`config.mk`:
```
export PLATFORM = sky130hd
export DESIGN_NAME = alu_datapath_arbiter
export DESIGN_NICKNAME = d
export VERILOG_FILES = /design/src/rtl/alu_datapath_arbiter_pkg.sv /design/src/rtl/alu_datapath_arbiter_rr_pick.sv /design/src/rtl/alu_datapath_arbiter.sv
export SDC_FILE = /design/constraint.sdc
export NUM_CORES = 1
export LEC_CHECK = 0
export CORE_MARGIN = 4
export CORE_UTILIZATION = 31
export DETAILED_ROUTE_END_ITERATION = 7
export PLACE_DENSITY_LB_ADDON = 0.12
export SYNTH_ARGS = -nofsm -noshare
export SYNTH_HDL_FRONTEND = slang
export SYNTH_SLANG_ARGS = --single-unit
```
`constraint.sdc`:
```
create_clock -name clk -period 2.8 [get_ports clk]
set_input_delay 0.56 -clock clk [delete_from_list [all_inputs] [get_ports clk]]
set_output_delay 0.56 -clock clk [all_outputs]
set_load 0.01 [all_outputs]
```
`src/rtl/alu_datapath_arbiter_pkg.sv`:
```
`default_nettype none
// ============================================================================
// Package     : alu_arb_pkg
// Description : FSM state codes, strobe-vector bit positions and clog2 helper
//               shared by the ALU datapath arbiter and its picker.
// Revision    : 1.0 - initial release
// ============================================================================
package alu_arb_pkg;

  localparam int STATE_W = 3;

  localparam logic [STATE_W-1:0] IDLE   = 3'd0;
  localparam logic [STATE_W-1:0] GRANT  = 3'd1;
  localparam logic [STATE_W-1:0] LOAD_A = 3'd2;
  localparam logic [STATE_W-1:0] LOAD_B = 3'd3;
  localparam logic [STATE_W-1:0] EXEC   = 3'd4;
  localparam logic [STATE_W-1:0] WB     = 3'd5;
  localparam logic [STATE_W-1:0] DONE   = 3'd6;

  // Bit positions inside the registered datapath strobe vector
  localparam int STB_REG1_OUT   = 0;
  localparam int STB_ALU_A      = 1;
  localparam int STB_REG2_OUT   = 2;
  localparam int STB_ALU_B      = 3;
  localparam int STB_ALU_IN_EN  = 4;
  localparam int STB_ALU_OUT_EN = 5;
  localparam int STB_REG_DEST   = 6;
  localparam int STB_W          = 7;

  function automatic int clog2(input int value);
    int r;
    r = 0;
    for (int i = 0; i < 31; i++) begin
      if ((1 << i) < value) begin
        r = i + 1;
      end
    end
    return r;
  endfunction

endpackage
`default_nettype wire

```
`src/rtl/alu_datapath_arbiter_rr_pick.sv`:
```
`default_nettype none
// ============================================================================
// Module      : rr_pick
// Description : Combinational requester picker. Round-robin from rr_ptr by
//               default; lowest-index fixed priority when
//               ALU_ARB_FIXED_PRIO_EN is defined (rr_ptr then ignored).
// Revision    : 1.0 - initial release
// ============================================================================
module rr_pick
  import alu_arb_pkg::*;
#(
  parameter int N_REQ = 4,
  parameter int PTR_W = clog2(N_REQ)
) (
  input  logic [N_REQ-1:0] req,
  input  logic [PTR_W-1:0] rr_ptr,
  output logic [N_REQ-1:0] win_oh,
  output logic [PTR_W-1:0] win_idx,
  output logic             win_vld
);

  logic [PTR_W-1:0] w_idx;

`ifdef ALU_ARB_FIXED_PRIO_EN
  // Scan downward so the lowest set index is the last one written
  always_comb begin
    win_oh  = '0;
    win_idx = '0;
    win_vld = 1'b0;
    w_idx   = '0;
    for (int i = N_REQ - 1; i >= 0; i--) begin
      w_idx = PTR_W'(i);
      if (req[w_idx]) begin
        win_oh         = '0;
        win_oh[w_idx]  = 1'b1;
        win_idx        = w_idx;
        win_vld        = 1'b1;
      end
    end
  end
`else
  int w_sum;

  always_comb begin
    win_oh  = '0;
    win_idx = '0;
    win_vld = 1'b0;
    w_idx   = '0;
    w_sum   = 0;
    for (int k = 0; k < N_REQ; k++) begin
      w_sum = int'(rr_ptr) + k;
      if (w_sum >= N_REQ) begin
        w_sum = w_sum - N_REQ;
      end
      w_idx = PTR_W'(w_sum);
      if (!win_vld && req[w_idx]) begin
        win_oh[w_idx] = 1'b1;
        win_idx       = w_idx;
        win_vld       = 1'b1;
      end
    end
  end
`endif

endmodule
`default_nettype wire

```
`src/rtl/alu_datapath_arbiter.sv`:
```
`default_nettype none
// ============================================================================
// Module      : alu_datapath_arbiter
// Description : Shares one register-file/ALU datapath among N_REQ requesters:
//               arbitrates, latches the winner's fields and sequences the
//               load/exec/writeback strobes. ALU_ARB_FIXED_PRIO_EN selects
//               fixed lowest-index priority instead of round-robin.
// Revision    : 1.0 - initial release
// ============================================================================
module alu_datapath_arbiter
  import alu_arb_pkg::*;
#(
  parameter int N_REQ = 4,
  parameter int OP_W  = 4,
  parameter int RA_W  = 3
) (
  input  logic                   clk,
  input  logic                   reset,
  input  logic [N_REQ-1:0]       req,
  input  logic [N_REQ*OP_W-1:0]  req_op,
  input  logic [N_REQ*RA_W-1:0]  req_src1,
  input  logic [N_REQ*RA_W-1:0]  req_src2,
  input  logic [N_REQ*RA_W-1:0]  req_dst,
  output logic [N_REQ-1:0]       gnt,
  output logic [N_REQ-1:0]       done,
  output logic                   busy,
  output logic [RA_W-1:0]        rd_addr_a,
  output logic [RA_W-1:0]        rd_addr_b,
  output logic [RA_W-1:0]        wr_addr,
  output logic [OP_W-1:0]        alu_op,
  output logic                   reg1_out,
  output logic                   alu_a,
  output logic                   reg2_out,
  output logic                   alu_b,
  output logic                   alu_in_en,
  output logic                   alu_out_en,
  output logic                   reg_dest
);

  localparam int c_PTR_W = clog2(N_REQ);

  logic [STATE_W-1:0] r_state;
  logic [STATE_W-1:0] w_state_nxt;

  logic [N_REQ-1:0]   w_win_oh;
  logic [c_PTR_W-1:0] w_win_idx;
  logic               w_win_vld;
  logic [c_PTR_W-1:0] w_rr_ptr;
  logic               w_any_req;

  logic [N_REQ-1:0]   w_gnt_nxt;
  logic [N_REQ-1:0]   w_done_nxt;
  logic [STB_W-1:0]   w_stb_nxt;
  logic               w_busy_nxt;

  logic [N_REQ-1:0]   r_win_oh;
  logic [N_REQ-1:0]   r_gnt;
  logic [N_REQ-1:0]   r_done;
  logic [STB_W-1:0]   r_stb;
  logic               r_busy;
  logic [RA_W-1:0]    r_rd_addr_a;
  logic [RA_W-1:0]    r_rd_addr_b;
  logic [RA_W-1:0]    r_wr_addr;
  logic [OP_W-1:0]    r_alu_op;

  assign w_any_req = |req;

  rr_pick #(
    .N_REQ (N_REQ),
    .PTR_W (c_PTR_W)
  ) u_rr_pick (
    .req     (req),
    .rr_ptr  (w_rr_ptr),
    .win_oh  (w_win_oh),
    .win_idx (w_win_idx),
    .win_vld (w_win_vld)
  );

`ifdef ALU_ARB_FIXED_PRIO_EN
  assign w_rr_ptr = '0;
`else
  logic [c_PTR_W-1:0] r_rr_ptr;
  logic [c_PTR_W-1:0] r_win_idx;

  // Pointer moves just past the finishing winner so it gets lowest priority next
  always_ff @(posedge clk) begin
    if (!reset) begin
      r_rr_ptr  <= '0;
      r_win_idx <= '0;
    end else begin
      if (r_state == GRANT && w_win_vld) begin
        r_win_idx <= w_win_idx;
      end
      if (r_state == DONE) begin
        r_rr_ptr <= (r_win_idx == c_PTR_W'(N_REQ - 1)) ? '0
                                                        : r_win_idx + c_PTR_W'(1);
      end
    end
  end

  assign w_rr_ptr = r_rr_ptr;
`endif

  always_ff @(posedge clk) begin
    if (!reset) begin
      r_state <= IDLE;
    end else begin
      r_state <= w_state_nxt;
    end
  end

  // A request withdrawn before GRANT evaluates leaves no winner: fall back to IDLE
  always_comb begin
    w_state_nxt = r_state;
    case (r_state)
      IDLE:    w_state_nxt = w_any_req ? GRANT : IDLE;
      GRANT:   w_state_nxt = w_win_vld ? LOAD_A : IDLE;
      LOAD_A:  w_state_nxt = LOAD_B;
      LOAD_B:  w_state_nxt = EXEC;
      EXEC:    w_state_nxt = WB;
      WB:      w_state_nxt = DONE;
      DONE:    w_state_nxt = w_any_req ? GRANT : IDLE;
      default: w_state_nxt = IDLE;
    endcase
  end

  always_comb begin
    w_gnt_nxt  = '0;
    w_done_nxt = '0;
    w_stb_nxt  = '0;
    w_busy_nxt = (r_state != IDLE);
    case (r_state)
      GRANT: begin
        w_gnt_nxt = w_win_oh;
      end
      LOAD_A: begin
        w_stb_nxt[STB_REG1_OUT] = 1'b1;
        w_stb_nxt[STB_ALU_A]    = 1'b1;
      end
      LOAD_B: begin
        w_stb_nxt[STB_REG2_OUT] = 1'b1;
        w_stb_nxt[STB_ALU_B]    = 1'b1;
      end
      EXEC: begin
        w_stb_nxt[STB_ALU_IN_EN] = 1'b1;
      end
      WB: begin
        w_stb_nxt[STB_ALU_OUT_EN] = 1'b1;
        w_stb_nxt[STB_REG_DEST]   = 1'b1;
      end
      DONE: begin
        w_done_nxt = r_win_oh;
      end
      default: begin
        w_gnt_nxt = '0;
      end
    endcase
  end

  // Output registers and the per-op field latches (captured only in GRANT)
  always_ff @(posedge clk) begin
    if (!reset) begin
      r_gnt       <= '0;
      r_done      <= '0;
      r_stb       <= '0;
      r_busy      <= 1'b0;
      r_win_oh    <= '0;
      r_rd_addr_a <= '0;
      r_rd_addr_b <= '0;
      r_wr_addr   <= '0;
      r_alu_op    <= '0;
    end else begin
      r_gnt  <= w_gnt_nxt;
      r_done <= w_done_nxt;
      r_stb  <= w_stb_nxt;
      r_busy <= w_busy_nxt;
      if (r_state == GRANT && w_win_vld) begin
        r_win_oh    <= w_win_oh;
        r_rd_addr_a <= req_src1[w_win_idx*RA_W +: RA_W];
        r_rd_addr_b <= req_src2[w_win_idx*RA_W +: RA_W];
        r_wr_addr   <= req_dst[w_win_idx*RA_W +: RA_W];
        r_alu_op    <= req_op[w_win_idx*OP_W +: OP_W];
      end
    end
  end

  assign gnt        = r_gnt;
  assign done       = r_done;
  assign busy       = r_busy;
  assign rd_addr_a  = r_rd_addr_a;
  assign rd_addr_b  = r_rd_addr_b;
  assign wr_addr    = r_wr_addr;
  assign alu_op     = r_alu_op;
  assign reg1_out   = r_stb[STB_REG1_OUT];
  assign alu_a      = r_stb[STB_ALU_A];
  assign reg2_out   = r_stb[STB_REG2_OUT];
  assign alu_b      = r_stb[STB_ALU_B];
  assign alu_in_en  = r_stb[STB_ALU_IN_EN];
  assign alu_out_en = r_stb[STB_ALU_OUT_EN];
  assign reg_dest   = r_stb[STB_REG_DEST];

endmodule
`default_nettype wire
```
Word level (Yosys, flattened, before mapping):

Cells that the tools add are included.

* bits in latches: 0
* memory bits (writable): 0
* ROM bits: 0
* bits of input ports: 58
* register bits: 40
* memories: 0
* output and inout port bits: 29
* word-level logic and storage cells: 104

* shift-type cells: 4
* reductions and logical operators: 17
* $mul: 1
* $add $sub $neg: 8
* mux-type cells: 40
* bitwise gates (word level): 3
* magnitude comparators: 12
* divide/modulo/power cells: 0
* equal/unequal tests: 7

Operators by type and width (count)
* 12-bit by 5-bit variable part select with 3-bit output: 3
* 2-bit two-way mux: 13
* 3-bit one-hot mux with 6 select lines: 1
* 4-bit two-way mux: 4
* 16-bit by 5-bit variable part select with 4-bit output: 1
* 1-bit two-way mux: 14
* 2-bit by 3-bit < comparator with 1-bit output (second input constant): 4
* 4-bit OR: 3
* 3-bit equality test (second input constant): 3
* 3-bit >= comparator (second input constant): 3
* 1-bit binary-select mux with 2-bit select: 4
* 1-bit demux with 2-bit select: 4
* 2-bit by 1-bit >= comparator with 1-bit output (second input constant): 4
* 1-bit logical AND: 8
* 2-bit by 1-bit subtractor with 2-bit output (second input constant): 4
* 2-bit by 2-bit adder with 3-bit output (second input constant): 2
* 3-bit by 2-bit equality test with 1-bit output (second input constant): 2
* 2-bit by 2-bit multiplier with 4-bit output (second input constant): 1
* 2-bit AND reduction: 2
* 4-bit OR reduction: 1
* 2-bit by 1-bit adder with 3-bit output (second input constant): 1
* 3-bit by 1-bit equality test with 1-bit output (second input constant): 1
* 2-bit by 3-bit >= comparator with 1-bit output (second input constant): 1
* 1-bit zero test: 3
* 5 further kinds: 5

Logic depth before layout (Yosys ltp):

* depth after elaboration: 16
* gate-level depth with buffers: 12
* gate-level depth less buffers: 8

Modules after synthesis:

A second synthesis with hierarchy kept.

* cells, all modules: 190
* area, all modules: 2102.0 um2

Modules (own cells, without submodules)
* alu_datapath_arbiter: area an instance 1680.4 um2, times used 1, cells each 145, sequential area each 740.7 um2
* rr_pick: area an instance 421.7 um2, times used 1, cells each 45, sequential area each 0.0 um2

Worst setup path after synthesis:

No wires, ideal clock.

* kind: register to register
* start: register r_rr_ptr[0]
* end: register r_alu_op[0], in the netlist alu_op[0]
* path buffers: 3
* cell stages (with the launch flop): 12
* path slack: 163 ps
* data required time: 2717 ps
* setup time: 83 ps
* arrival time: 2554 ps
* period minus slack after synthesis: 2637 ps
* cells stage by stage: dfxtp_1 -> buf_6 -> inv_1 -> ha_1 -> buf_2 -> nor3b_1 -> o21ai_0 -> o21ai_0 -> o21ai_0 -> or2_2 -> buf_2 -> o221ai_1

* cells in the longest elaborated chain, start to end: 15
* elaborated cells on any way between the ends: 39
* those cells by class: 7 x add/sub; 4 x order compare; 1 x shift; 20 x mux; 7 x reduce/logical

Ends and longest elaborated chain
* start: declaration: line alu_datapath_arbiter.sv:82 `logic [c_PTR_W-1:0] r_rr_ptr;`
* start signal: assignment: line alu_datapath_arbiter.sv:95 `r_rr_ptr <= (r_win_idx == c_PTR_W'(N_REQ - 1)) ? '0`
* branches (longest 15 deep; another with 2-bit by 1-bit adder with 3-bit output)
* end signal: assignment: line alu_datapath_arbiter.sv:182 `r_alu_op <= req_op[w_win_idx*OP_W +: OP_W];`
* end: declaration: line alu_datapath_arbiter.sv:64 `logic [OP_W-1:0] r_alu_op;`

Several ways; the timed one is not identified. The select of a mux whose other input is x is not followed.
A chain may end at the register's enable or synchronous reset.

Final worst setup path:

* start: input port req[1]
* end: register r_wr_addr[0], in the netlist wr_addr[0]

* cells in the longest elaborated chain, start to end: 14
* elaborated cells on any way between the ends: 25
* those cells by class: 1 x mul; 1 x shift; 16 x mux; 7 x reduce/logical

Ends and longest elaborated chain
* start: declaration: line alu_datapath_arbiter.sv:19 `input logic [N_REQ-1:0] req,`
* 1-bit binary-select mux with 2-bit select: line alu_datapath_arbiter_rr_pick.sv:56 `if (!win_vld && req[w_idx]) begin`
* 1-bit two-way mux (implied by the code): line alu_datapath_arbiter_rr_pick.sv:56
* 1-bit two-way mux: line alu_datapath_arbiter_rr_pick.sv:56
* 1-bit zero test: line alu_datapath_arbiter_rr_pick.sv:56
* 1-bit logical AND: line alu_datapath_arbiter_rr_pick.sv:56
* 1-bit two-way mux: line alu_datapath_arbiter_rr_pick.sv:56
* 1-bit zero test: line alu_datapath_arbiter_rr_pick.sv:56
* 1-bit logical AND: line alu_datapath_arbiter_rr_pick.sv:56
* 1-bit two-way mux: line alu_datapath_arbiter_rr_pick.sv:56
* 1-bit zero test: line alu_datapath_arbiter_rr_pick.sv:56
* 1-bit logical AND: line alu_datapath_arbiter_rr_pick.sv:56
* 2-bit two-way mux: line alu_datapath_arbiter_rr_pick.sv:56
* 2-bit by 2-bit multiplier with 4-bit output: line alu_datapath_arbiter.sv:181 `r_wr_addr <= req_dst[w_win_idx*RA_W +: RA_W];`
* 12-bit by 5-bit variable part select with 3-bit output: line alu_datapath_arbiter.sv:181
* end signal: assignment: line alu_datapath_arbiter.sv:181
* end: declaration: line alu_datapath_arbiter.sv:63 `logic [RA_W-1:0] r_wr_addr;`

Several ways; a longest one is shown, not always the timed one. The select of a mux whose other input is x is not followed.

==> key figures <==
Clocking
  • # H-tree levels: 2
  • CTS Hold Bufs: 0
  • CTS Buf Count: 5
  • Setup bufs post-CTS: 0
  • CTS Sinks: 37
  • Clock Tree Root: clkbuf_8
  • Worst-skew pair later-pin latency: 0.28 ns
  • Clock Path Buffers: 2
  • Reg clk slew, reported paths: 0.08 ns
  • CTS resizes: 0
  • CTS tree: built

GRT
  • GRT Total Usage: 0.1418
  • Vias in the first global route: 1767
  • Largest net degree at the start of global routing: 20
  • Grt ovf: 0
  • First-pass GRT wire length: 8728 um
  • Antenna violations before repair: 0

Detailed routing
  • Final ANT Viol Nets: 0
  • Final WL: 5702 um
  • DR vias: 1915
  • First-pass DRT Iterations: 4
  • Drt via density: 4.873
  • Initial drt markers: 33
  • Drt wl/cell: 14.51 um
  • DRC Markers: 0

Setup path
  • Critical Setup Path Class: primary input to register
  • Crit path cell chain: clkdlybuf4s50_1, nor2b_1, a22oi_1, or4b_2, o21ai_0, buf_4, nand3_1, buf_4, o221ai_1
  • FF-to-FF setup slack: 0.36 ns
  • Critical Path RT: 3.01 ns
  • Worst path max stage delay: 0.60 ns
  • Crit path max-delay cell type: or4b_2
  • Max Fanout on Critical Path: 13
  • Crit path capture type: register
  • Crit path top cell by count: buf_4
  • Worst path arrival time: 2.74 ns
  • Crit start category: primary input

Job
  • Max Cap Viol: 0

Power and ir drop
  • Worst VDD drop: 187.3 uV
  • Power, Total: 1.277 mW
  • Pwr dens: 405.4 nW/um2
  • Leak pwr: 1.210 nW

Hold path
  • HP Class: register to register

Synthesis
  • Cells after Synth: 217
  • Largest family of logic cells by synthesized area: multiplexers
  • Post-synth top area share: 0.3663
  • Sequential area share after synthesis: 0.3663
  • Unique cell type count in the Yosys netlist: 40
  • Xor/xnor share of the synthesized area: 0.004332
  • Simple-Gate Fraction of Synth Area: 0.1807
  • #FFs+latches synth: 37
  • FFs w/ async S/R, synth: 0
  • Adder-Cell Fraction of Synth Area: 0.03713
  • Post-synthesis compound-gate area fraction: 0.1522
  • Dominant synthesized flop cell: dfxtp_1
  • Cell Area, Synth: 2022 um2
  • Syn Area/Cell: 9.318 um2
  • Synth top area cells: dfxtp_1 37%, mux2i_1 14%, o221ai_1 5.6%, nor2_1 5.6%, ha_1 3.7%
  • Post-synthesis mux area share: 0.1825
  • YS warnings: 0
  • Post-Syn Nets: 281
  • Cell taking the most area after synthesis: dfxtp_1
  • EDFF count, synth: 0

Layout
  • Final #Nets: 379
  • Syn-to-layout area delta: 55.82%
  • Fill cells: 609
  • Layout cells sized above 1: 0.1297
  • Post-route cell area: 3151 um2
  • N_diodes: 0

Placed design
  • Placement Cell Area: 3059 um2
  • DP Worst Slack: -0.04968 ns
  • Routability Congestion: 0.7909
  • IO Port Bufs: 86
  • Detailed placement HPWL: 4532 um

STA
  • Final Critical Period: 2.534 ns
  • Slew Viols, Final: 0
  • Hold_ws: 0.4673 ns
  • Final setup viols: 0
  • Setup Skew: 0.003519 ns
  • RSZ-0062 raised after global routing: no
  • Final Hold Fails: 0
  • Setup ws final: 0.2658 ns
  • Worst-Margin Slew: 0.3977 ns
  • Slew margin rel.: 0.7348
  • Achievable Freq: 0.3946 GHz
  • Final Cycle Share: 0.9051

Die
  • Die area: 7878 um2
  • Rows: 29
  • Io pins: 87
  • Core area: 6350 um2
  • DIE HEIGHT: 88.76 um
  • Die W: 88.76 um
  • Initial Util: 0.3184

Run status
  • Status: complete, no violations
[power breakdown]
part	switching [mW]	leakage, nW	internal (mW)
clock	0.197	0.0364	0.174
sequential	0.0198	0.302	0.559
combinational	0.130	0.872	0.197
[kinds of logic (layout without fill, tap and decap cells)]
family / after synthesis / count (layout)
multiplexers: 33 / 33
XOR/XNOR: 1 / 1
flip-flops: 37 / 37
adder cells (fa/ha/maj): 6 / 6
buffers and inverters: 24 / 123
AO/OA/AOI/OAI: 41 / 41
AND/OR/NAND/NOR: 75 / 75
[cell usage in the layout, fill, tap and decap left out, types with 4 or more instances in the layout]
cell              n
o21ai_0           7
dfxtp_1          37
and2_1            4
nand2_1          18
a221oi_1          5
ha_1              6
nor2_1           30
nand3_1           4
clkbuf_8          5
a211oi_1          4
a21oi_1           5
buf_4            22
inv_1             5
clkdlybuf4s50_1  86
a22oi_1           5
mux2i_1          29
o221ai_1         13
[cell type report]
cell class                 instances  area [um2]  area share
clock buffer                       5       68.82     0.02184
inverter                           5       18.77    0.005957
timing repair buffer             110        1066      0.3384
multi-input combinational        156        1137      0.3610
sequential                        37       740.7      0.2351
clock inverter                     3       22.52    0.007149
tap                               77       96.34     0.03058
[path summary, 6_finish.rpt]
check | end | start | depth (start not counted)
setup / recovery | wr_addr[0]$_SDFFE_PN0P_ | req[1] | 9
hold / removal | done[0]$_SDFF_PN0_ | r_win_oh[0]$_SDFFE_PN0P_ | 1
setup reg to reg | rd_addr_b[2]$_SDFFE_PN0P_ | r_rr_ptr[1]$_SDFFE_PN0N_ | 9
hold reg to reg | done[0]$_SDFF_PN0_ | r_win_oh[0]$_SDFFE_PN0P_ | 1
[metrics by stage]
stage          cells  utilization  TNS, ns
6_report         393       0.4962        0
2_1_floorplan    217            -        0
5_1_grt          393       0.4962        0
4_1_cts          393       0.4962        0
3_5_place_dp     385       0.4818  -0.3965
3_3_place_gp     385       0.4818        0
[critical path, delay by kind of cell]
kind                   cells  cell delay, ns
AO/OA/AOI/OAI              3            0.43
buffers and inverters      3            0.87
AND/OR/NAND/NOR            3            0.88
[synthesized netlist by cell type, types with 2 or more instances]
cell      instances
nor3_1            3
a21oi_1           5
a211oi_1          4
o221ai_1         13
o21ai_0           7
a22oi_1           5
nand2_1          18
nor2_1           30
buf_12            2
mux4_2            2
inv_1             5
ha_1              6
dfxtp_1          37
buf_4             3
clkbuf_1          7
nand3_1           4
and2_1            4
nand2b_1          3
buf_2             4
nand3b_1          2
buf_6             2
mux2i_1          29
a221oi_1          5
[sequential cells by signal, summed over array words and instances (netlist names)]
register,count
alu_op,4
done,4
gnt,4
r_stb,4
r_win_oh,4
r_state,3
rd_addr_a,3
rd_addr_b,3
wr_addr,3
r_rr_ptr,2
r_win_idx,2
busy,1
[layer usage]
layer,part of all wire,vias to the layer above,track usage
met5,0,-,0
met4,0.0070,0,0.04121
met3,0.093,2,0.03538
met2,0.46,75,0.2422
met1,0.44,861,0.1759
li1,-,977,-
No activity file was read; power rests on OpenSTA's default activity.
